$ cat config.mk
export PLATFORM = sky130hd
export DESIGN_NAME = reg_scoreboard_ctrl
export DESIGN_NICKNAME = d
export VERILOG_FILES = /design/src/rtl/reg_scoreboard_ctrl.sv
export SDC_FILE = /design/constraint.sdc
export NUM_CORES = 1
export LEC_CHECK = 0
export CAP_MARGIN = 5
export CORE_UTILIZATION = 46
export DETAILED_ROUTE_END_ITERATION = 8
export PLACE_DENSITY_LB_ADDON = 0.15
export SKIP_CTS_REPAIR_TIMING = 1
export SLEW_MARGIN = 20
export SYNTH_ARGS = -nofsm -noshare
export SYNTH_HDL_FRONTEND = slang
export SYNTH_SLANG_ARGS = --single-unit
$ cat constraint.sdc
create_clock -name clk -period 3.26 [get_ports clk]
set_input_delay 0.652 -clock clk [delete_from_list [all_inputs] [get_ports clk]]
set_output_delay 0.652 -clock clk [all_outputs]
set_load 0.03 [all_outputs]
$ cat src/rtl/reg_scoreboard_ctrl.sv
// Register scoreboard between decode and execute: tracks in-flight writes and stalls on hazards.
// Optional macro SCOREBOARD_FWD_EN enables per-register result-latency countdowns.
module reg_scoreboard_ctrl #(
    parameter int NUM_REGS = 8,
    parameter int ADDR_W   = 3,
    parameter int LAT_W    = 3,
    parameter int CNT_W    = 16
) (
    input  logic                clk,
    input  logic                rst,
    input  logic                issue_valid,
    input  logic                issue_wr,
    input  logic [ADDR_W-1:0]   issue_dst,
    input  logic [LAT_W-1:0]    issue_lat,
    input  logic                src1_used,
    input  logic [ADDR_W-1:0]   src1,
    input  logic                src2_used,
    input  logic [ADDR_W-1:0]   src2,
    input  logic                wb_valid,
    input  logic [ADDR_W-1:0]   wb_addr,
    output logic                stall,
    output logic                issue_fire,
    output logic [NUM_REGS-1:0] busy_vec,
    output logic [CNT_W-1:0]    stall_count
);

    logic [NUM_REGS-1:0] busy_q, busy_d;
    logic [CNT_W-1:0]    stall_count_q, stall_count_d;
    logic [NUM_REGS-1:0] wb_hit;
    logic [NUM_REGS-1:0] dst_hit;
    logic [NUM_REGS-1:0] rd_hz;
    logic                raw_hz;
    logic                waw_hz;
    logic                hazard;

    // The register file writes on the same edge as wb, so a written-back register is never a hazard.
    always_comb begin
        wb_hit = '0;
        if (wb_valid) begin
            wb_hit[wb_addr] = 1'b1;
        end
    end

    always_comb begin
        dst_hit = '0;
        if (issue_fire && issue_wr) begin
            dst_hit[issue_dst] = 1'b1;
        end
    end

`ifdef SCOREBOARD_FWD_EN
    logic [LAT_W-1:0] cnt_q [NUM_REGS];
    logic [LAT_W-1:0] cnt_d [NUM_REGS];

    always_comb begin
        for (int i = 0; i < NUM_REGS; i++) begin
            rd_hz[i] = busy_q[i] & (cnt_q[i] != '0) & ~wb_hit[i];
        end
    end

    // Issue load wins over a same-cycle write-back clear.
    always_comb begin
        for (int i = 0; i < NUM_REGS; i++) begin
            cnt_d[i] = cnt_q[i];
            if (dst_hit[i]) begin
                cnt_d[i] = issue_lat;
            end else if (wb_hit[i]) begin
                cnt_d[i] = '0;
            end else if (cnt_q[i] != '0) begin
                cnt_d[i] = cnt_q[i] - LAT_W'(1);
            end
        end
    end

    always_ff @(posedge clk or posedge rst) begin
        if (rst) begin
            for (int i = 0; i < NUM_REGS; i++) begin
                cnt_q[i] <= '0;
            end
        end else begin
            for (int i = 0; i < NUM_REGS; i++) begin
                cnt_q[i] <= cnt_d[i];
            end
        end
    end
`else
    logic unused_issue_lat;
    assign unused_issue_lat = ^issue_lat;

    always_comb begin
        rd_hz = busy_q & ~wb_hit;
    end
`endif

    // WAW always waits for write-back, forwarding or not.
    always_comb begin
        raw_hz = (src1_used & rd_hz[src1]) | (src2_used & rd_hz[src2]);
        waw_hz = issue_wr & busy_q[issue_dst] & ~wb_hit[issue_dst];
        hazard = issue_valid & (raw_hz | waw_hz);
    end

    always_comb begin
        stall      = hazard & ~rst;
        issue_fire = issue_valid & ~hazard & ~rst;
    end

    always_comb begin
        busy_d = (busy_q & ~wb_hit) | dst_hit;
    end

    always_comb begin
        stall_count_d = stall_count_q;
        if (stall && (stall_count_q != {CNT_W{1'b1}})) begin
            stall_count_d = stall_count_q + CNT_W'(1);
        end
    end

    always_ff @(posedge clk or posedge rst) begin
        if (rst) begin
            busy_q        <= '0;
            stall_count_q <= '0;
        end else begin
            busy_q        <= busy_d;
            stall_count_q <= stall_count_d;
        end
    end

    assign busy_vec    = busy_q;
    assign stall_count = stall_count_q;

endmodule

---- Word-level counts from Yosys, hierarchy flattened ----
Cells that the tools add are included.
storage, ports and cells
  register bits ........................... 24
  bits of input ports ..................... 22
  output and inout bits ................... 26
  logic and storage cells ................. 44
operators by class
  add/sub/neg operators ................... 1
  magnitude comparators ................... 6
  equal/unequal tests ..................... 1
  multiplexer cells ....................... 14
  bitwise logic cells ..................... 16
  reductions and logical operators ........ 4
operators by type and width
  cell                                                                                 number
  16-bit by 1-bit adder with 16-bit output, second input constant                      1
  3-bit by 4-bit less-than comparator with 1-bit output, second input constant         4
  8-bit two-way mux                                                                    2
  16-bit inequality test, second input constant                                        1
  1-bit binary-select mux with 3-bit select                                            4
  1-bit AND                                                                            8
  8-bit AND                                                                            1
  8-bit NOT                                                                            1
  8-bit OR                                                                             1
  1-bit demux with 3-bit select                                                        2
  3-bit by 1-bit greater-or-equal comparator with 1-bit output, second input constant  2
  1-bit two-way mux                                                                    6
  1-bit logical AND                                                                    4
  1-bit NOT                                                                            3
  1-bit OR                                                                             2

---- Depth between registers and ports, before layout ----
Gate-level depths: netlist of run 1.
  depth after elaboration ................. 19
  depth in mapped cells ................... 9
  mapped depth without buffers ............ 7

---- Least setup slack after synthesis of run 1 ----
Ideal clock, no wire load.
  path type ............................... input to output
  start ................................... input port wb_addr[2]
  end ..................................... output port issue_fire
  data arrival time ....................... 2.576 ns
  data required time ...................... 2.608 ns
  slack ................................... 0.032 ns
  cell stages on the path ................. 8
  cell sequence ........................... buf_2 and4b_1 nand3b_1 o2111a_1 a2111oi_4 a2111oi_4 buf_6 and2_1
on the way
  cells in the longest elaborated chain, start to end .. 16
  elaborated cells on any way between the ends .. 24
RTL lines
  what                                                                                                                                                                RTL line  RTL
  start: declaration                                                                                                                                                  20        input logic [ADDR_W-1:0] wb_addr,
  3-bit by 4-bit less-than comparator with 1-bit output (implied by the code) / 3-bit by 1-bit greater-or-equal comparator with 1-bit output (equally long branches)  40        wb_hit[wb_addr] = 1'b1;
  1-bit logical AND (implied by the code)                                                                                                                             40
  1-bit two-way mux (implied by the code)                                                                                                                             40
  1-bit demux with 3-bit select (*)                                                                                                                                   40
  8-bit two-way mux (*)                                                                                                                                               39        if (wb_valid) begin
  8-bit NOT                                                                                                                                                           91        rd_hz = busy_q & ~wb_hit;
  8-bit AND                                                                                                                                                           91
  1-bit binary-select mux with 3-bit select                                                                                                                           97        raw_hz = (src1_used & rd_hz[src1]) | (src2_used & rd_hz[src2]);
  1-bit two-way mux (implied by the code)                                                                                                                             97
  1-bit AND                                                                                                                                                           97
  1-bit OR                                                                                                                                                            97
  1-bit OR (*)                                                                                                                                                        99        hazard = issue_valid & (raw_hz | waw_hz);
  1-bit AND (*)                                                                                                                                                       99
  1-bit NOT (*)                                                                                                                                                       104       issue_fire = issue_valid & ~hazard & ~rst;
  1-bit AND (*) (2 in a row)                                                                                                                                          104
  end: declaration                                                                                                                                                    22        output logic issue_fire,
Every way passes the cells marked *; elsewhere a longest branch is shown, timed or not. The select of a mux whose other input is x is not followed.

---- Worst setup path in the final report of run 1 ----
  start ................................... input port wb_addr[0]
  end ..................................... output port issue_fire
The elaborated chain is that of the path after synthesis.

==> results of run 1 <==
-- cells by family (layout without fill, tap and decap cells) --
kind of cell | Yosys count | in the layout | synth area share [%]
adder cells (fa/ha/maj) | 1 | 1 | 0.7563
XOR/XNOR | 18 | 18 | 9.531
multiplexers | 9 | 9 | 6.430
buffers and inverters | 16 | 95 | 4.387
AND/OR/NAND/NOR | 65 | 65 | 26.63
flip-flops | 24 | 24 | 36.31
AO/OA/AOI/OAI | 30 | 30 | 15.96
-- Yosys cell counts, drive strengths merged --
cell type / n
a2111oi: 2
a211oi: 1
a21oi: 1
a31oi: 1
a41o: 1
and2: 1
and2b: 1
and4b: 1
and4bb: 1
buf: 5
clkbuf: 2
dfrtp: 24
ha: 1
inv: 9
mux2: 3
mux2i: 5
mux4: 1
nand2: 11
nand2b: 4
nand3: 13
nand3b: 4
nand4: 3
nor2: 5
nor2b: 1
nor3: 8
nor4: 9
nor4b: 1
nor4bb: 1
o2111a: 1
o211a: 1
o211ai: 1
o21ai: 6
o22ai: 3
o31a: 1
o31ai: 8
o32ai: 2
o41ai: 1
or2: 1
xnor2: 1
xor2: 17
-- cells in the final DEF (no fill, tap or decap), types with 4 or more instances in the layout --
master / Yosys / routed
nor4_1: 7 / 6
mux2i_1: 5 / 5
dfrtp_1: 24 / 24
nand3b_1: 4 / 4
nand2_1: 11 / 10
o31ai_1: 8 / 4
clkdlybuf4s50_1: 0 / 33
o31ai_2: 0 / 4
xor2_1: 17 / 17
nand3_1: 12 / 12
nor2_1: 5 / 5
o21ai_0: 5 / 5
inv_1: 9 / 9
buf_4: 0 / 34
buf_6: 1 / 6
dlymetal6s2s_1: 0 / 7
nor3_1: 5 / 5
-- per-layer routing --
metal	GRT usage, %	up-vias	part of all wire, %
met5	0	-	0
met4	13.65	0	3.3
met3	3.313	12	2.9
met2	43.01	46	51
met1	26.64	792	43
li1	-	767	-
-- report_power, final --
group | leakage (nW) | switching (mW) | internal (mW)
Combinational | 0.832 | 0.226 | 0.203
Clock | 0.0138 | 0.0847 | 0.0431
Sequential | 0.324 | 0.0451 | 0.334
-- critical path, stage by stage --
cell	delay [ns]
dlymetal6s2s_1	0.17
nand2b_4	0.17
buf_4	0.16
o31ai_2	0.18
buf_4	0.17
o211a_1	0.20
a2111oi_4	0.06
a2111oi_4	0.40
buf_6	0.16
and2_1	0.14
buf_6	0.13
-- worst min path at each step --
stage / to / cells after the start / start / slack (ns)
floorplan: stall_count[15] / 1 / stall_count[15] / 0.66
global placement: stall_count[4] / 1 / stall_count[4] / 0.48
detailed placement: stall_count[15] / 1 / stall_count[15] / 0.50
CTS: stall_count[15] / 1 / stall_count[15] / 0.52
global route: stall_count[15] / 1 / stall_count[15] / 0.54
finish: stall_count[15] / 1 / stall_count[15] / 0.52
-- sequential cells by signal, summed over array words and instances, names as in the netlist --
name / cells
stall_count: 16
busy_vec: 8
-- layout make-up --
class                   instances  share of cell area (%)
multi-input cells             123                   41.28
clock buffers                   3                  0.8996
repair buffers                 83                   30.18
well taps                      46                   2.299
inverters                       9                   1.349
flip-flops and latches         24                   23.99
-- metrics by stage --
step            TNS, ns  cell area (um2)
2_1_floorplan         0             1654
3_3_place_gp     -1.834             2356
3_5_place_dp     -2.815             2356
4_1_cts          -1.335             2379
5_1_grt        -0.06687             2504
6_report              0             2504
==> impl_metrics.csv, run 1 <==
group,metric,value,unit
sta,period_minus_slack,3.247,ns
setup_path,reg2reg_depth,9,
clocking,cts_inserted_buffers,3,
logic_synthesis,synth_cell_types,48,
setup_path,startpoint,"wb_addr[0]",
setup_path,critPathLaunchType,"primary input",
sta,fin_skew,0.004561,ns
logic_synthesis,synth_top_cell_by_area,"dfrtp_1",
clocking,cts_tree,"yes",
die,rows,21,
sta,fmax,0.3080,GHz
run,cap_violations,0,
finish,antennaDiodeCount,0,
finish,layout-drive-gt1-share,29.75,%
placement,gp_congestion,0.8939,
sta,timing_worst_slew_pin_value,0.9192,ns
logic_synthesis,yosysWarnings,0,
setup_path,path_max_fanout,4,
sta,setup_violations,0,
logic_synthesis,netlist.area_leader.share,36.31,%
logic_synthesis,synth_cells,163,
power,p_per_area,373.9,mW/mm2
finish,n_fill_cell,247,
global_routing,grt_usage,23.82,%
clocking,htree_num_levels,1,
finish,multiInputGateArea,0.001033,mm2
setup_path,crit_path_end_kind,"output pin",
placement,place_ws,-0.7604,ns
route,drcViolationCount,0,
setup_path,reg2reg_from,"busy_vec[5]",
setup_path,rrSetupSlack,0.60,ns
power,finalPower,0.9362,mW
route,antenna_left,0,
logic_synthesis,synth_seq_cells,24,
route,vias_per_cell,5.615,
clocking,clkSinkCount,24,
route,dr.first_iter.drc_count,70,
clocking,max-clock-path-buffers,2,
outcome,run_status,"complete, no violations",
route,firstDrtPassIters,4,
setup_path,crit_path_end,"issue_fire",
route,finalWirelength,4.640,mm
route,wl_per_cell,16.11,um
sta,period_share,99.59,%
sta,maxSlewHeadroom,38.65,%
clocking,clk_pin_slew_worst_paths,0.13,ns
logic_synthesis,synth.area.top_cells,"dfrtp_1 36%, xor2_1 9.0%, nand3_1 3.6%",
sta,timing.hold.ws,0.5169,ns
die,fp.dieH,61.97,um
die,start_util,48.80,%
die,ioPinCount,48,
placement,dp_hpwl,3.443,mm
power,ir_drop,0.3298,mV
clocking,clockRootBuffer,"clkbuf_4",
setup_path,critPathRequiredTime,2.61,ns
global_routing,grt_overflow_total,0,
finish,final_cells,288,
logic_synthesis,synth_seq_area_share,36.31,%
placement,dp_cells,278,
placement,port_buffers,44,
logic_synthesis,synth_nets,186,
finish,nets,267,
global_routing,grt_max_degree,25,
finish,regArea,600.6,um2
global_routing,grt_pass1_vias,1559,
sta,finalHoldViolations,0,
finish,syn2layout_area_growth,51.36,%
sta,layout_setup_ws,0.01327,ns
logic_synthesis,mappedNetlistArea,0.001654,mm2
global_routing,antenna_found_initial,0,
logic_synthesis,syn-mean-instance-area,10.15,um2
die,die_x,61.97,um
setup_path,crit_type,"in -> out",
finish,final_core_util,73.86,%
setup_path,arrival,2.59,ns
setup_path,reg2reg_to,"stall_count[1]",
sta,slew_viol_final,0,
worst_hold_path,min_path_type,"reg -> reg",
clocking,insertion_delay,0.31,ns
global_routing,grt_pass1_wl,6.603,mm
die,die_area,0.003840,mm2
power,power_leakage,1.169,nW
die,core,0.003390,mm2
route,via_count,1617,
(Power assumes the default switching activity.)
==> run 2: changes to the inputs <==
Settings changed: CORE_UTILIZATION 46 to 30.
==> impl_metrics.csv, run 2 (synthesis results as in run 1) <==
group,metric,value,unit
global_routing,grt_pass1_vias,1498,
clocking,htree_num_levels,1,
placement,dpl-instance-area,0.002394,mm2
clocking,max-clock-path-buffers,2,
route,wl_per_cell,14.80,um
setup_path,critPathLaunchType,"primary input",
sta,slew_viol_final,0,
power,power.switching,0.3598,mW
sta,rsz0062_at_grt,"false",
power,clkPwrFrac,17.5,%
sta,fmax,0.3154,GHz
clocking,clk_pin_slew_worst_paths,0.08,ns
power,finalPower,0.9864,mW
power,seq_power_share,38.3,%
global_routing,antenna_found_initial,0,
die,die_area,0.005815,mm2
route,antenna_left,0,
clocking,insertion_delay,0.26,ns
finish,final_cell_mix,"39 x buf_4, 32 x clkdlybuf4s50_1, 24 x dfrtp_1",
clocking,cts_tree,"yes",
clocking,clkSinkCount,24,
finish,n_fill_cell,498,
power,swShare,36.48,%
sta,setup_violations,0,
die,start_util,31.78,%
setup_path,path_max_fanout,8,
finish,final_common_cell,"buf_4",
run,cap_violations,0,
setup_path,critPathRequiredTime,2.61,ns
route,drcViolationCount,0,
power,power.internal,0.6266,mW
worst_hold_path,holdPathStages,1,
power,power_leakage,1.170,nW
finish,antennaDiodeCount,0,
route,finalWirelength,4.662,mm
sta,timing_worst_slew_pin_value,0.9424,ns
global_routing,grt_overflow_total,0,
setup_path,arrival,2.52,ns
route,vias_per_cell,4.994,
sta,fin_skew,0.004478,ns
placement,port_buffers,44,
finish,finalInstanceArea,0.002551,mm2
sta,period_share,97.25,%
placement,dp_hpwl,3.599,mm
power,pwr-share-comb,44.2,%
power,p_per_area,386.7,mW/mm2
finish,nets,270,
setup_path,reg2reg_depth,9,
outcome,run_status,"complete, no violations",
global_routing,grt_pass1_wl,7.728,mm
power,ir_drop,0.1606,mV
route,firstDrtPassIters,4,
sta,maxSlewHeadroom,37.10,%
die,rows,26,
finish,syn2layout_area_growth,54.24,%
clocking,clockRootBuffer,"clkbuf_8",
placement,gp_congestion,0.8899,
die,ioPinCount,48,
clocking,cts_inserted_buffers,3,
finish,layout-drive-gt1-share,31.43,%
finish,largest_register_ffs,16,
global_routing,grt_usage,16.09,%
route,via_count,1573,
sta,period_minus_slack,3.170,ns
die,die_x,76.26,um
die,fp.dieH,76.26,um
route,dr.first_iter.drc_count,98,
die,core,0.005205,mm2
worst_hold_path,min_path_type,"reg -> reg",
global_routing,grt_max_degree,25,
sta,finalHoldViolations,0,
setup_path,crit_type,"in -> out",
setup_path,crit_path_end_kind,"output pin",
run 2: worst paths after layout:
kind                                      start              end  slack (ns)
worst max-delay path               issue_dst[2]       issue_fire        0.09
worst min-delay path            stall_count[15]  stall_count[15]        0.50
worst max register to register      busy_vec[7]  stall_count[12]        0.54
worst min register to register  stall_count[15]  stall_count[15]        0.50
max in group asynchronous                   rst   stall_count[7]        1.76
min in group asynchronous                   rst      busy_vec[7]        0.93
run 2: metrics by stage:
stage          utilization [%]  hold slack, ns  TNS (ns)  worst slack [ns]  std cells
5_1_grt                  49.01          0.5153         0         0.0006153        315
3_3_place_gp             45.99          0.4833    -2.286           -0.7409        303
6_report                 49.01          0.4981         0           0.08975        315
4_1_cts                  46.78          0.5025    -1.410           -0.7935        306
3_5_place_dp             45.99          0.4851    -3.553           -0.7887        303
2_1_floorplan                -          0.6647         0           0.03231        163
run 2: critical path: stages:
cell            delay, ns
dlymetal6s2s_1       0.21
buf_4                0.19
nor4_1               0.26
a31oi_1              0.09
nor3_1               0.25
nor3_2               0.09
a2111oi_4            0.35
buf_6                0.17
and2_4               0.13
buf_6                0.12
run 2: final cells by class:
type	count	area, um2	share of cell area (%)
multi-input combinational	123	1025	40.17
sequential	24	600.6	23.54
tap	70	87.58	3.433
timing repair buffer	86	763.2	29.92
inverter	9	33.78	1.324
clock buffer	3	41.29	1.618
run 2: power by group through the flow:
stage	sequential (mW)	clock, mW	combinational, mW
global placement	0.383	0	0.396
global route	0.386	0.195	0.468
CTS	0.378	0.181	0.404
finish	0.378	0.173	0.436
floorplan	0.448	0	0.153
detailed placement	0.384	0	0.401
run 2: routing by layer:
metal	up-vias	global-route usage (%)	share of wire [%]
li1	773	-	-
met1	758	23.24	48
met2	40	25.59	48
met3	2	2.994	4.1
met4	0	1.731	0.13
met5	-	0	0
==> run 3: changes to the inputs <==
Settings changed: CORE_MARGIN from default to 3.
==> impl_metrics.csv, run 3 (synthesis results as in run 1) <==
group,metric,value,unit
outcome,run_status,"complete, no violations",
global_routing,grt_pass1_wl,7.810,mm
global_routing,grt_overflow_total,0,
setup_path,startpoint,"wb_addr[2]",
sta,period_minus_slack,3.166,ns
finish,layout-drive-gt1-share,32.40,%
setup_path,crit_type,"in -> out",
sta,fin_skew,0.009191,ns
setup_path,crit_path_end,"issue_fire",
die,ioPinCount,48,
setup_path,cp_cell_sequence,"clkbuf_2 > buf_6 > and4bb_2 > o32ai_1 > nand2_1 > mux2i_1 > buf_4 > a2111oi_4 > buf_6 > and2_4 > buf_6",
finish,final_common_cell,"buf_4",
sta,finalSetupTns,0,ns
route,vias_per_cell,5.013,
route,via_count,1604,
die,die_area,0.006441,mm2
die,rows,26,
route,finalWirelength,4.783,mm
setup_path,arrival,2.51,ns
route,dr.first_iter.drc_count,99,
setup_path,crit_top_cell,"buf_6",
sta,setup_violations,0,
finish,antennaDiodeCount,0,
setup_path,reg2reg_depth,10,
setup_path,rrSetupSlack,0.57,ns
finish,syn2layout_area_growth,57.03,%
die,die_x,80.26,um
die,start_util,31.78,%
setup_path,crit_path_end_kind,"output pin",
worst_hold_path,min_path_type,"reg -> reg",
power,p_per_area,420.3,mW/mm2
sta,timing_worst_slew_pin_value,0.9216,ns
placement,dp_hpwl,3.687,mm
global_routing,grt_max_degree,25,
clocking,clk_pin_slew_worst_paths,0.09,ns
sta,period_share,97.11,%
clocking,insertion_delay,0.27,ns
finish,nets,274,
clocking,cts_inserted_buffers,3,
worst_hold_path,hp-start,"stall_count[15]",
clocking,clockRootBuffer,"clkbuf_8",
global_routing,grt_pass1_vias,1559,
clocking,cts_tree,"yes",
setup_path,worst_path_max_delay_cell,"a2111oi_4",
finish,largest_register_ffs,16,
route,antenna_left,0,
setup_path,critPathRequiredTime,2.61,ns
global_routing,grt_usage,15.03,%
sta,slew_viol_final,0,
worst_hold_path,holdPathStages,1,
finish,final_cell_mix,"43 x buf_4, 32 x clkdlybuf4s50_1, 24 x dfrtp_1",
power,ir_drop,0.1726,mV
power,power_leakage,1.204,nW
sta,fmax,0.3159,GHz
setup_path,slowest_delay,0.42,ns
setup_path,critPathLaunchType,"primary input",
setup_path,reg2reg_to,"stall_count[1]",
setup_path,path_max_fanout,7,
die,fp.dieH,80.26,um
clocking,max-clock-path-buffers,2,
route,firstDrtPassIters,7,
global_routing,antenna_found_initial,0,
placement,gp_congestion,0.8988,
power,finalPower,1.092,mW
clocking,clkSinkCount,24,
route,drcViolationCount,0,
placement,port_buffers,44,
run,cap_violations,0,
die,core,0.005205,mm2
clocking,htree_num_levels,1,
sta,finalHoldViolations,0,
setup_path,reg2reg_from,"busy_vec[5]",
sta,maxSlewHeadroom,38.49,%
route,wl_per_cell,14.95,um
==> run 3: worst min path at each step <==
stage / endpoint / slack (ns)
global route: stall_count[15] / 0.53
global placement: stall_count[4] / 0.49
CTS: stall_count[15] / 0.51
floorplan: stall_count[15] / 0.66
detailed placement: stall_count[15] / 0.49
finish: stall_count[15] / 0.51
==> run 3: where the power goes <==
part           internal [mW]  switching (mW)
Combinational          0.221           0.227
Clock                  0.164          0.0999
Sequential             0.334          0.0457
Total                  0.719           0.373
==> run 3: layer usage <==
metal / part of all wire, % / global-route usage, % / vias to the layer above
met1: 47 / 22.32 / 781
met3: 4.1 / 2.018 / 2
met5: 0 / 0 / -
li1: - / - / 782
met4: 0.19 / 2.027 / 0
met2: 48 / 23.59 / 39
==> run 3: critical path, delay by kind of cell <==
kind            cells  cell delay (ns)
compound gates      2             0.52
simple gates        3             0.56
buf+inv             5             0.73
mux                 1             0.06
==> run 3: through the flow <==
| stage | utilization, % | hold slack (ns) | cell area (um2) | instances | setup WS (ns) |
|---|---|---|---|---|---|
| floorplan | - | 0.6647 | 1654 | 163 | 0.03231 |
| global placement | 46.13 | 0.4870 | 2401 | 304 | -0.7466 |
| detailed placement | 46.13 | 0.4905 | 2401 | 304 | -0.7890 |
| CTS | 47.50 | 0.5115 | 2472 | 308 | -0.8039 |
| global route | 49.90 | 0.5348 | 2597 | 320 | -0.01862 |
| finish | 49.90 | 0.5076 | 2597 | 320 | 0.09415 |
==> run 3: layout make-up <==
cell class              instances  area (um2)
clock buffers                   3       41.29
clock inverters                 1       30.03
fillers                       500        2608
inverters                       9       33.78
multi-input cells             123        1010
flip-flops and latches         24       600.6
well taps                      70       87.58
repair buffers                 90       794.5
==> edit: new RTL, settings of run 3 <==
Register the output `stall_count` once more; this adds one clock of latency there. The other outputs are not delayed to match.
--- a/src/rtl/reg_scoreboard_ctrl.sv
+++ b/src/rtl/reg_scoreboard_ctrl.sv
@@ -126,7 +126,9 @@
     end
 
     assign busy_vec    = busy_q;
-    assign stall_count = stall_count_q;
+    always_ff @(posedge clk) begin
+        stall_count <= stall_count_q;
+    end
 
 endmodule
 
Behaviour: not the same (Yosys sat finds a counterexample within 4 cycles, from zero or initial values and one cycle with rst high).
==> edit against run 3 <==
- total power rose by 29%
- register-to-register slack improved by 0.36 ns
- sequential cell count up 16
- highest routed layer unchanged
- setup slack better by 0.048 ns
- area after synthesis rose by 11%
- sequential power grew 63%
- count of clock-buffer cells in the layout grew 3
- global-route usage down 2.0 points
- cell area rose by 5.4%
- routed wire length decreased by 3.2%
- clock power up 50%
- utilization fell by 1.9 points
- largest power group is now sequential cells
==> edit: results (changes against run 3) <==
Run status
  – Outcome: complete, no violations (unchanged)

STA
  – Worst-Margin Slew: 0.930 ns (was 0.922 ns)
  – Hold Slack: 0.416 ns (was 0.508 ns)
  – Skew final: 0.00967 ns (was 0.00919 ns)

Routing
  – Via count: 1,532 (was 1,604)
  – Drt initial violations: 70 (was 99)
  – Drt wl/cell: 14.8 um (was 14.9 um)
  – Router iterations before antenna repair: 4 (was 7)

Place
  – Placed insts: 302 (was 304)
  – Detail Placement HPWL: 3560 um (was 3690 um)
  – Routability cong.: 0.778 (was 0.899)

Yosys
  – Area contributors post-synth: dfrtp_1, dfxtp_1, xnor2_1 (was dfrtp_1, xor2_1, nand3_1)
  – Syn Area/Cell: 11.5 um^2 (was 10.1 um^2)
  – Seq/Total Area, Yosys: 0.499 (was 0.363)
  – Synth top cells by count: dfrtp_1, dfxtp_1, nand2_1 (was dfrtp_1, xor2_1, nand3_1)
  – Cell variety after synth: 46 (was 48)
  – Syn_nets: 183 (was 186)
  – FFs w/ async S/R, synth: 0.600 (was 1.00)

Clock network
  – Clk slew on worst S/H paths: 0.08 ns
  – H-tree levels: 2 (was 1)
  – Clock latency on the worst-skew pair: 0.29 ns (was 0.27 ns)
  – CTS Buf Count: 5 (was 3)

Worst setup path
  – FF-to-FF End: stall_count_q[1]$_DFFE_PP0P_ (was stall_count[1]$_DFFE_PP0P_)
  – Worst EP arrival: 2.47 ns (was 2.51 ns)
  – Reg2Reg Setup Slack: 0.93 ns (was 0.57 ns)
  – Slowest-stage cell, CP: clkdlybuf4s50_1 (was a2111oi_4)
  – Worst-path maximum fanout: 3 (was 7)
  – Critical R2R Launch: busy_vec[1]$_DFF_PP0_ (was busy_vec[5]$_DFF_PP0_)
  – Max stage delay on crit path: 0.42 ns (about the same)
  – R2R depth: 6 (was 10)

GRT
  – GRT Resource Usage Total: 0.130 (was 0.150)
  – First-pass GRT wire length: 7570 um (was 7810 um)

Cells and area
  – Fillers: 522 (was 500)
  – Fin cells: 312 (was 320)
  – Nets@finish: 262 (was 274)
  – Layout cells sized above 1: 0.263 (was 0.324)
  – Antenna Diode Count: 0 (unchanged)

Min path
  – Worst Hold Path Cells: 0 (was 1)
  – Worst Hold Path EP: stall_count[9]$_DFF_P_ (was stall_count[15]$_DFFE_PP0P_)
  – HP Start: stall_count_q[9]$_DFFE_PP0P_ (was stall_count[15]$_DFFE_PP0P_)

Pwr
  – Leak: 1.17 nW (was 1.20 nW)
  – Worst vdd ir: 0.297 mV (was 0.173 mV)
  – Sw frac: 0.306 (was 0.342)
edit: how the worst max path moves through the flow:
stage               start         end  slack (ns)  depth (start not counted)
2_1_floorplan  wb_addr[1]       stall        0.38                          7
3_3_place_gp   wb_addr[2]       stall       -0.58                          7
5_1_grt           src2[2]  issue_fire        0.06                          9
3_5_place_dp   wb_addr[1]       stall       -0.66                          8
6_report          src2[2]  issue_fire        0.14                          9
4_1_cts        wb_addr[1]       stall       -0.67                          8
edit: area by class of cell:
class                      count  area (um^2)  share of cell area
clock inverter                 2         35.0              0.0128
clock buffer                   6         72.6              0.0265
tap                           72         90.1              0.0329
sequential                    40          921               0.336
inverter                       6         22.5             0.00822
multi-input combinational    110          918               0.335
timing repair buffer          76          679               0.248
edit: kinds of logic after synthesis:
| group | synth area share |
|---|---|
| buf+inv | 0.0251 |
| flops | 0.499 |
| fa+ha+maj | 0.00678 |
| simple gates | 0.168 |
| xor+xnor | 0.0855 |
| compound gates | 0.153 |
| mux | 0.0624 |
edit: power by group through the flow:
stage / sequential, W / clock (W) / combinational, W
after floorplan: 0.000688 / 0 / 0.000126
after global placement: 0.000628 / 0 / 0.000378
after detailed placement: 0.000628 / 0 / 0.000382
after CTS: 0.000619 / 0.000407 / 0.000385
after global routing: 0.000631 / 0.000426 / 0.000419
final: 0.000620 / 0.000396 / 0.000391
edit: per-layer routing:
metal  GRT usage  part of all wire  vias up
met5           0                 0        -
met4      0.0345            0.0093        0
met3      0.0314             0.041        7
met2       0.209              0.50       33
met1       0.176              0.45      746
li1            -                 -      746
edit: metrics by stage:
| step | setup TNS (ns) | worst slack, ns | utilization | power (W) | cell area [um^2] |
|---|---|---|---|---|---|
| after floorplan | 0 | 0.379 | - | 0.000815 | 1840 |
| after global placement | -0.770 | -0.579 | 0.451 | 0.00101 | 2570 |
| after detailed placement | -1.04 | -0.664 | 0.451 | 0.00101 | 2570 |
| after CTS | -0.985 | -0.672 | 0.470 | 0.00141 | 2680 |
| after global routing | 0 | 0.0575 | 0.480 | 0.00148 | 2740 |
| final | 0 | 0.142 | 0.480 | 0.00141 | 2740 |
